--- src/rtl/png_chunk_ctrl_pkg.sv ---
// Shared types and constants for the PNG chunk sequencer.
//   DATA_WD/NUM_WD/SIZE_WD : stream word, byte-count code and length widths
//   INIT_CYC_DFLT          : default crc32_top init latency in cycles
//   state_e, word_t        : FSM encoding and output-stream word payload
package png_chunk_ctrl_pkg;

  localparam int unsigned DATA_WD       = 32;
  localparam int unsigned NUM_WD        = 2;
  localparam int unsigned SIZE_WD       = 32;
  localparam int unsigned INIT_CYC_DFLT = 10;

  localparam logic [NUM_WD-1:0]  NUM_FULL = 2'd3;

  localparam logic [DATA_WD-1:0] TYP_IHDR = 32'h4948_4452;
  localparam logic [DATA_WD-1:0] TYP_IDAT = 32'h4944_4154;
  localparam logic [DATA_WD-1:0] TYP_IEND = 32'h4945_4E44;

  typedef enum logic [2:0] {
    ST_IDLE,
    ST_LEN,
    ST_INIT,
    ST_TYP,
    ST_DAT,
    ST_WCRC,
    ST_CRC,
    ST_FIN
  } state_e;

  typedef struct packed {
    logic [DATA_WD-1:0] dat;
    logic [NUM_WD-1:0]  num;
    logic               lst;
  } word_t;

  // Valid-byte code (bytes-1) for a payload word given the bytes still to send.
  function automatic logic [NUM_WD-1:0] word_num(input logic [SIZE_WD-1:0] rem);
    return (rem >= SIZE_WD'(4)) ? NUM_FULL : NUM_WD'(rem - SIZE_WD'(1));
  endfunction

endpackage

--- src/rtl/png_chunk_ctrl_if.sv ---
// Bus bundle of png_chunk_ctrl: chunk control, payload input stream,
// chunk output stream and the crc32_top side-channel.
//   slave  : the chunk controller's view
//   master : the environment's view (producer, packer, crc32_top)
interface png_chunk_ctrl_if;
  import png_chunk_ctrl_pkg::*;

  logic                 start_i;
  logic [SIZE_WD-1:0]   len_i;
  logic [DATA_WD-1:0]   typ_i;
  logic                 busy_o;
  logic                 done_o;

  logic                 pld_val_i;
  logic                 pld_rdy_o;
  logic [DATA_WD-1:0]   pld_dat_i;

  logic                 out_val_o;
  logic                 out_rdy_i;
  logic [DATA_WD-1:0]   out_dat_o;
  logic [NUM_WD-1:0]    out_num_o;
  logic                 out_lst_o;

  logic                 crc_start_o;
  logic                 crc_val_o;
  logic [DATA_WD-1:0]   crc_dat_o;
  logic [NUM_WD-1:0]    crc_num_o;
  logic                 crc_lst_o;
  logic                 crc_done_i;
  logic [DATA_WD-1:0]   crc_dat_i;

  modport slave (
    input  start_i, len_i, typ_i, pld_val_i, pld_dat_i, out_rdy_i, crc_done_i, crc_dat_i,
    output busy_o, done_o, pld_rdy_o, out_val_o, out_dat_o, out_num_o, out_lst_o,
           crc_start_o, crc_val_o, crc_dat_o, crc_num_o, crc_lst_o
  );

  modport master (
    output start_i, len_i, typ_i, pld_val_i, pld_dat_i, out_rdy_i, crc_done_i, crc_dat_i,
    input  busy_o, done_o, pld_rdy_o, out_val_o, out_dat_o, out_num_o, out_lst_o,
           crc_start_o, crc_val_o, crc_dat_o, crc_num_o, crc_lst_o
  );

endinterface

--- src/rtl/png_chunk_ctrl_word_reg.sv ---
// One-deep registered val/rdy stage for the chunk output stream.
//   in_val/in_word/in_rdy_c : load side; in_rdy_c is combinational (zero-bubble)
//   out_val/out_word/out_rdy: registered output, held stable while stalled
module png_chunk_ctrl_word_reg
  import png_chunk_ctrl_pkg::*;
(
  input  logic  clk,
  input  logic  rstn,
  input  logic  in_val,
  input  word_t in_word,
  output logic  in_rdy_c,
  output logic  out_val,
  input  logic  out_rdy,
  output word_t out_word
);

  logic  val_q, val_d;
  word_t word_q, word_d;

  // Accept a new word when empty or when the current one leaves this cycle.
  assign in_rdy_c = ~val_q | out_rdy;

  always_comb begin
    val_d  = val_q;
    word_d = word_q;
    if (in_val && in_rdy_c) begin
      val_d  = 1'b1;
      word_d = in_word;
    end else if (out_rdy) begin
      val_d  = 1'b0;
    end
  end

  always_ff @(posedge clk) begin
    if (!rstn) begin
      val_q  <= 1'b0;
      word_q <= '0;
    end else begin
      val_q  <= val_d;
      word_q <= word_d;
    end
  end

  assign out_val  = val_q;
  assign out_word = word_q;

endmodule

--- src/rtl/png_chunk_ctrl.sv ---
// Sequences one PNG chunk (LEN, TYPE, payload, CRC) onto a 32b word stream
// and drives crc32_top with the TYPE and payload words.
//   clk, rstn : clock, synchronous active-low reset
//   bus       : png_chunk_ctrl_if.slave (control, payload in, chunk out, crc32_top)
module png_chunk_ctrl
  import png_chunk_ctrl_pkg::*;
#(
  parameter int unsigned INIT_CYC = INIT_CYC_DFLT
) (
  input  logic               clk,
  input  logic               rstn,
  png_chunk_ctrl_if.slave    bus
);

  localparam int unsigned CNT_WD = $clog2(INIT_CYC + 1);

  state_e               state_q, state_d;
  logic [SIZE_WD-1:0]   len_q, len_d;
  logic [SIZE_WD-1:0]   rem_q, rem_d;
  logic [DATA_WD-1:0]   typ_q, typ_d;
  logic [DATA_WD-1:0]   crc_res_q, crc_res_d;
  logic [CNT_WD-1:0]    cnt_q, cnt_d;
  logic                 busy_q, busy_d;
  logic                 done_q, done_d;
  logic                 crc_start_q, crc_start_d;
  logic                 crc_val_q, crc_val_d;
  logic [DATA_WD-1:0]   crc_dat_q, crc_dat_d;
  logic [NUM_WD-1:0]    crc_num_q, crc_num_d;
  logic                 crc_lst_q, crc_lst_d;

  logic                 wr_val;
  logic                 wr_rdy_c;
  word_t                wr_word;
  word_t                out_word;
  logic [NUM_WD-1:0]    pld_num;
  logic                 pld_last;

  assign pld_num  = word_num(rem_q);
  assign pld_last = (rem_q <= SIZE_WD'(4));

  // Next-state, word issue and CRC feed.
  always_comb begin
    state_d     = state_q;
    len_d       = len_q;
    rem_d       = rem_q;
    typ_d       = typ_q;
    crc_res_d   = crc_res_q;
    cnt_d       = cnt_q;
    done_d      = 1'b0;
    crc_start_d = 1'b0;
    crc_val_d   = 1'b0;
    crc_dat_d   = crc_dat_q;
    crc_num_d   = crc_num_q;
    crc_lst_d   = 1'b0;
    wr_val      = 1'b0;
    wr_word     = '0;

    // Init-latency counter runs from the crc_start_o pulse and saturates.
    if ((state_q == ST_LEN || state_q == ST_INIT) && cnt_q != CNT_WD'(INIT_CYC))
      cnt_d = cnt_q + CNT_WD'(1);

    unique case (state_q)
      ST_IDLE: begin
        if (bus.start_i) begin
          len_d       = bus.len_i;
          rem_d       = bus.len_i;
          typ_d       = bus.typ_i;
          cnt_d       = '0;
          crc_start_d = 1'b1;
          state_d     = ST_LEN;
        end
      end
      ST_LEN: begin
        wr_val  = 1'b1;
        wr_word = '{dat: len_q, num: NUM_FULL, lst: 1'b0};
        if (wr_rdy_c) state_d = ST_INIT;
      end
      ST_INIT: begin
        // Leaving at INIT_CYC-2 lets the TYPE word reach crc32_top exactly
        // INIT_CYC cycles after the start pulse.
        if (cnt_q >= CNT_WD'(INIT_CYC - 2)) state_d = ST_TYP;
      end
      ST_TYP: begin
        wr_val  = 1'b1;
        wr_word = '{dat: typ_q, num: NUM_FULL, lst: 1'b0};
        if (wr_rdy_c) begin
          crc_val_d = 1'b1;
          crc_dat_d = typ_q;
          crc_num_d = NUM_FULL;
          crc_lst_d = (len_q == '0);
          state_d   = (len_q == '0) ? ST_WCRC : ST_DAT;
        end
      end
      ST_DAT: begin
        wr_val  = bus.pld_val_i;
        wr_word = '{dat: bus.pld_dat_i, num: pld_num, lst: 1'b0};
        if (bus.pld_val_i && wr_rdy_c) begin
          crc_val_d = 1'b1;
          crc_dat_d = bus.pld_dat_i;
          crc_num_d = pld_num;
          crc_lst_d = pld_last;
          rem_d     = rem_q - SIZE_WD'(pld_num) - SIZE_WD'(1);
          if (pld_last) state_d = ST_WCRC;
        end
      end
      ST_WCRC: begin
        if (bus.crc_done_i) begin
          crc_res_d = bus.crc_dat_i;
          state_d   = ST_CRC;
        end
      end
      ST_CRC: begin
        wr_val  = 1'b1;
        wr_word = '{dat: crc_res_q, num: NUM_FULL, lst: 1'b1};
        if (wr_rdy_c) state_d = ST_FIN;
      end
      ST_FIN: begin
        // The CRC word is the only word in the register here.
        if (bus.out_val_o && bus.out_rdy_i) begin
          done_d  = 1'b1;
          state_d = ST_IDLE;
        end
      end
      default: state_d = ST_IDLE;
    endcase

    busy_d = (state_d != ST_IDLE);
  end

  always_ff @(posedge clk) begin
    if (!rstn) begin
      state_q     <= ST_IDLE;
      len_q       <= '0;
      rem_q       <= '0;
      typ_q       <= '0;
      crc_res_q   <= '0;
      cnt_q       <= '0;
      busy_q      <= 1'b0;
      done_q      <= 1'b0;
      crc_start_q <= 1'b0;
      crc_val_q   <= 1'b0;
      crc_dat_q   <= '0;
      crc_num_q   <= '0;
      crc_lst_q   <= 1'b0;
    end else begin
      state_q     <= state_d;
      len_q       <= len_d;
      rem_q       <= rem_d;
      typ_q       <= typ_d;
      crc_res_q   <= crc_res_d;
      cnt_q       <= cnt_d;
      busy_q      <= busy_d;
      done_q      <= done_d;
      crc_start_q <= crc_start_d;
      crc_val_q   <= crc_val_d;
      crc_dat_q   <= crc_dat_d;
      crc_num_q   <= crc_num_d;
      crc_lst_q   <= crc_lst_d;
    end
  end

  png_chunk_ctrl_word_reg u_word_reg (
    .clk      (clk),
    .rstn     (rstn),
    .in_val   (wr_val),
    .in_word  (wr_word),
    .in_rdy_c (wr_rdy_c),
    .out_val  (bus.out_val_o),
    .out_rdy  (bus.out_rdy_i),
    .out_word (out_word)
  );

  assign bus.out_dat_o   = out_word.dat;
  assign bus.out_num_o   = out_word.num;
  assign bus.out_lst_o   = out_word.lst;
  assign bus.pld_rdy_o   = (state_q == ST_DAT) & wr_rdy_c;
  assign bus.busy_o      = busy_q;
  assign bus.done_o      = done_q;
  assign bus.crc_start_o = crc_start_q;
  assign bus.crc_val_o   = crc_val_q;
  assign bus.crc_dat_o   = crc_dat_q;
  assign bus.crc_num_o   = crc_num_q;
  assign bus.crc_lst_o   = crc_lst_q;

endmodule

--- src/flat_wrapper.sv ---
// flat-port wrapper written by rule: the top's interface ports become plain ports
module png_chunk_ctrl_flat import png_chunk_ctrl_pkg::*;
#(
  parameter int unsigned INIT_CYC = INIT_CYC_DFLT
)
  (clk, rstn, bus_start_i, bus_len_i, bus_typ_i, bus_pld_val_i, bus_pld_dat_i, bus_out_rdy_i, bus_crc_done_i, bus_crc_dat_i, bus_busy_o, bus_done_o, bus_pld_rdy_o, bus_out_val_o, bus_out_dat_o, bus_out_num_o, bus_out_lst_o, bus_crc_start_o, bus_crc_val_o, bus_crc_dat_o, bus_crc_num_o, bus_crc_lst_o);
  png_chunk_ctrl_if bus_i ();
  input  logic clk;
  input  logic rstn;
  input wire logic [$bits(bus_i.start_i)-1:0] bus_start_i;
  input wire logic [$bits(bus_i.len_i)-1:0] bus_len_i;
  input wire logic [$bits(bus_i.typ_i)-1:0] bus_typ_i;
  input wire logic [$bits(bus_i.pld_val_i)-1:0] bus_pld_val_i;
  input wire logic [$bits(bus_i.pld_dat_i)-1:0] bus_pld_dat_i;
  input wire logic [$bits(bus_i.out_rdy_i)-1:0] bus_out_rdy_i;
  input wire logic [$bits(bus_i.crc_done_i)-1:0] bus_crc_done_i;
  input wire logic [$bits(bus_i.crc_dat_i)-1:0] bus_crc_dat_i;
  output wire logic [$bits(bus_i.busy_o)-1:0] bus_busy_o;
  output wire logic [$bits(bus_i.done_o)-1:0] bus_done_o;
  output wire logic [$bits(bus_i.pld_rdy_o)-1:0] bus_pld_rdy_o;
  output wire logic [$bits(bus_i.out_val_o)-1:0] bus_out_val_o;
  output wire logic [$bits(bus_i.out_dat_o)-1:0] bus_out_dat_o;
  output wire logic [$bits(bus_i.out_num_o)-1:0] bus_out_num_o;
  output wire logic [$bits(bus_i.out_lst_o)-1:0] bus_out_lst_o;
  output wire logic [$bits(bus_i.crc_start_o)-1:0] bus_crc_start_o;
  output wire logic [$bits(bus_i.crc_val_o)-1:0] bus_crc_val_o;
  output wire logic [$bits(bus_i.crc_dat_o)-1:0] bus_crc_dat_o;
  output wire logic [$bits(bus_i.crc_num_o)-1:0] bus_crc_num_o;
  output wire logic [$bits(bus_i.crc_lst_o)-1:0] bus_crc_lst_o;
  assign bus_i.start_i = bus_start_i;
  assign bus_i.len_i = bus_len_i;
  assign bus_i.typ_i = bus_typ_i;
  assign bus_i.pld_val_i = bus_pld_val_i;
  assign bus_i.pld_dat_i = bus_pld_dat_i;
  assign bus_i.out_rdy_i = bus_out_rdy_i;
  assign bus_i.crc_done_i = bus_crc_done_i;
  assign bus_i.crc_dat_i = bus_crc_dat_i;
  assign bus_busy_o = bus_i.busy_o;
  assign bus_done_o = bus_i.done_o;
  assign bus_pld_rdy_o = bus_i.pld_rdy_o;
  assign bus_out_val_o = bus_i.out_val_o;
  assign bus_out_dat_o = bus_i.out_dat_o;
  assign bus_out_num_o = bus_i.out_num_o;
  assign bus_out_lst_o = bus_i.out_lst_o;
  assign bus_crc_start_o = bus_i.crc_start_o;
  assign bus_crc_val_o = bus_i.crc_val_o;
  assign bus_crc_dat_o = bus_i.crc_dat_o;
  assign bus_crc_num_o = bus_i.crc_num_o;
  assign bus_crc_lst_o = bus_i.crc_lst_o;
  png_chunk_ctrl #(.INIT_CYC(INIT_CYC)) u_core (.clk(clk), .rstn(rstn), .bus(bus_i));
endmodule
--- config.mk ---
export PLATFORM = sky130hd
export DESIGN_NAME = png_chunk_ctrl_flat
export DESIGN_NICKNAME = d
export VERILOG_FILES = /design/src/rtl/png_chunk_ctrl_pkg.sv /design/src/rtl/png_chunk_ctrl_if.sv /design/src/rtl/png_chunk_ctrl_word_reg.sv /design/src/rtl/png_chunk_ctrl.sv /design/src/flat_wrapper.sv
export SDC_FILE = /design/constraint.sdc
export NUM_CORES = 1
export LEC_CHECK = 0
export ABC_AREA = 0
export CAP_MARGIN = 10
export CORE_MARGIN = 1.5
export CORE_UTILIZATION = 47
export CTS_BUF_LIST = sky130_fd_sc_hd__clkbuf_8
export DETAILED_ROUTE_END_ITERATION = 16
export GPL_ROUTABILITY_DRIVEN = 0
export PLACE_DENSITY_LB_ADDON = 0.2
export REMOVE_ABC_BUFFERS = 1
export SLEW_MARGIN = 20
export SYNTH_ARGS = -nofsm -noshare
export SYNTH_HDL_FRONTEND = slang
export SYNTH_SLANG_ARGS = --single-unit
--- constraint.sdc ---
create_clock -name clk -period 3.7 [get_ports clk]
set_input_delay 0.925 -clock clk [delete_from_list [all_inputs] [get_ports clk]]
set_output_delay 0.925 -clock clk [all_outputs]
set_load 0.1 [all_outputs]
==> results_dict.tcl <==
set metrics [dict create \
    hold_buffers 0 \
    dp.cells 1575 \
    ys_seq_elements 210 \
    path_class "register to register" \
    hp-class "register to register" \
    row_count 51 \
    worst_slack_ns 0.2651 \
    whs_ns 0.4520 \
    grt_overflow_total 0 \
    vias_per_cell 5.730 \
    nets 1487 \
    required_ns 4.13 \
    layout.cells.non_filler 1636 \
    grtUsageTotal_pct 28.35 \
    ant_nets 0 \
    fin_crit_ns 3.435 \
    synth-seq-area-share_pct 45.47 \
    drt_wl_total_um 29420 \
    max_freq_ghz 0.2911 \
    p_comb_share_pct 29.0 \
    port_buffers 209 \
    grt_setup_unrepaired "no" \
    cts_tree "built" \
    post_cts.repair.setup_buffers 0 \
    leakagePower_uw 0.004256 \
    relSlewSlack_pct 34.25 \
    synthCells 1174 \
    synth_area_leader_cell "dfxtp_1" \
    synthesis.area_um2 9246 \
    cp_max_fo 7 \
    insertion_delay_ns 0.52 \
    vias 9375 \
    worst_pin_slew_ns 0.9832 \
    synthDominantCellAreaShare_pct 45.47 \
    critPathLaunch "u_core.rem_q[20]" \
    root_buffer "clkbuf_8" \
    cts-buffers-inserted 36 \
    ctsLongestPathBuffers 3 \
    crit_path_start_kind "register" \
    antenna_found_initial 0 \
    synth_edf_count 0 \
    finClkSkew_ns 0.01433 \
    grt_pass1_wl_um 46030 \
    async_flop_share_pct 0 \
    grt_max_degree 94 \
    dr.pass1.iters 5 \
    synth_ff_type "dfxtp_1" \
    worstPathArrival_ns 3.87 \
    worstSetupEndpointType "register" \
    die-area_um2 20520 \
    path_clk_slew_ns 0.06 \
    power-per-cell-area_nw_per_um2 538.8 \
    regToRegStartpoint "u_core.rem_q[20]" \
    fp.dieH_um 143.3 \
    wl_per_cell_um 17.98 \
    antennaDiodeCount 0 \
    pre_cts_slack_ns 0.3166 \
    status "finished, final reports clean" \
    area_delta_synth_final_pct 32.72 \
    syn_avg_cell_area_um2 7.876 \
    drt-initial-drc-count 627 \
    drc_errors 0 \
    yosysMostFrequentCell "nand2_1" \
    switchingPower_uw 2431 \
    p_sw_share_pct 36.77 \
    ys_warn_count 0 \
    cts_sinks 210 \
    coreArea_um2 19400 \
    synth_cell_type_count 63 \
    initial_core_util_pct 47.67 \
    fp.dieW_um 143.3 \
    setup_viol 0 \
    cap_violations 0 \
    peakVddDrop_uv 415.8 \
    hp-start "u_core.crc_res_q[5]" \
    hpwl_um 19190 \
    p_int_uw 4181 \
    drive_gt1_share_pct 8.315 \
    post-route-period-util_pct 92.84 \
    htree_levels 2 \
    grt_pass1_vias 8902 \
    drv_slew 0 \
    fin_tns_setup_ns 0 \
    cts_resized 0 \
    synth_area_leaders "dfxtp_1 45%, nand2_1 12%, a21oi_1 6.0%, clkbuf_1 3.7%, a311oi_1 3.5%" \
    io_pins 210 \
    power_frac_seq_pct 39.9 \
    yosys-top-cells-count "285 x nand2_1, 210 x dfxtp_1, 111 x a21oi_1, 91 x clkbuf_1, 73 x nor2_1" \
    p_clk_share_pct 31.1 \
    final-hold-violation-count 0 \
    fill_cells 1777 \
]
## through the flow
stage	utilization, %	cell area (µm²)	total power, µW
finish	63.26	12270	6612
global route	63.26	12270	6887
CTS	63.26	12270	6623
detailed placement	59.64	11570	4581
floorplan	-	8870	3938
global placement	59.64	11570	4562
## power by group through the flow
stage | logic (µW) | registers, µW | clock network, µW
floorplan | 679 | 3260 | 0
global placement | 1890 | 2670 | 0
detailed placement | 1900 | 2680 | 0
CTS | 1910 | 2630 | 2080
global route | 2040 | 2660 | 2180
finish | 1920 | 2640 | 2060
## flip-flops by register name, summed over array words and instances, names as in the netlist
name	count
u_core.bus.busy_o	1
u_core.bus.crc_dat_o	32
u_core.bus.crc_lst_o	1
u_core.bus.crc_num_o	2
u_core.bus.crc_start_o	1
u_core.bus.crc_val_o	1
u_core.bus.done_o	1
u_core.cnt_q	4
u_core.crc_res_q	32
u_core.len_q	32
u_core.rem_q	32
u_core.state_q	3
u_core.typ_q	32
u_core.u_word_reg.out_val	1
u_core.u_word_reg.out_word	35
## metal layers
metal | GRT usage, % | wire length [µm] | part of all wire [%] | vias up
li1 | - | - | - | 4567
met5 | 0 | 0 | 0 | -
met4 | 9.936 | 662 | 2.3 | 0
met1 | 37.79 | 12950 | 44 | 4356
met2 | 46.38 | 13620 | 46 | 396
met3 | 4.728 | 2190 | 7.4 | 56
## kinds of logic after synthesis
group                    count (synthesis)  synth area share, %
buffers and inverters                  110                4.560
multiplexers                             6               0.6901
flip-flops                             210                45.47
AO/OA/AOI/OAI                          372                26.25
adder cells (fa/ha/maj)                  5               0.6766
XOR/XNOR                                 4               0.3790
AND/OR/NAND/NOR                        467                21.98
## critical path: stages (launching register included)
cell,delay (ns)
dfxtp_1,0.35
or4_1,0.60
nor4_2,0.34
nand3_1,0.27
a21o_1,0.24
ha_1,0.26
nor4_2,0.30
o211ai_1,0.29
or4_1,0.57
o211ai_1,0.11
## path summary, 6_finish.rpt
check	end	slack, ns	cells past startpoint
worst max-delay path	u_core.rem_q[30]	0.27	9
worst min register to register	u_core.crc_res_q[5]	0.45	2
worst min-delay path	u_core.crc_res_q[5]	0.45	2
worst max register to register	u_core.rem_q[30]	0.27	9
## cells in the final DEF (no fill, tap or decap), types with 4 or more instances in the layout
cell type and n:
nor4_1 18, clkbuf_8 43, or3_1 4, o211ai_1 12, nand2b_1 5, o31a_1 5
a31oi_1 39, dfxtp_1 210, o311ai_0 6, a21o_1 4, buf_4 32, nor2_1 70
inv_1 20, and3_1 7, clkdlybuf4s50_1 197, o21ai_0 51, a311oi_1 37, a21oi_1 111
a22oi_1 33, nand3_1 21, buf_12 4, nand4_1 7, o22ai_1 5, nor3_1 15
or2_2 5, nand2_1 285, ha_1 5, a211oi_1 4, clkinv_2 5, or4_1 9
a21boi_0 39
## final cells by class
cell class / instances / area, µm² / share of cell area, %
sequential: 210 / 4204 / 34.26
multi-input combinational: 854 / 4688 / 38.20
clock inverter: 18 / 111.4 / 0.9074
tap: 265 / 331.6 / 2.702
timing repair buffer: 234 / 2297 / 18.72
inverter: 12 / 47.55 / 0.3874
clock buffer: 43 / 591.8 / 4.823
Note: power is estimated with default switching activity, not from simulation.
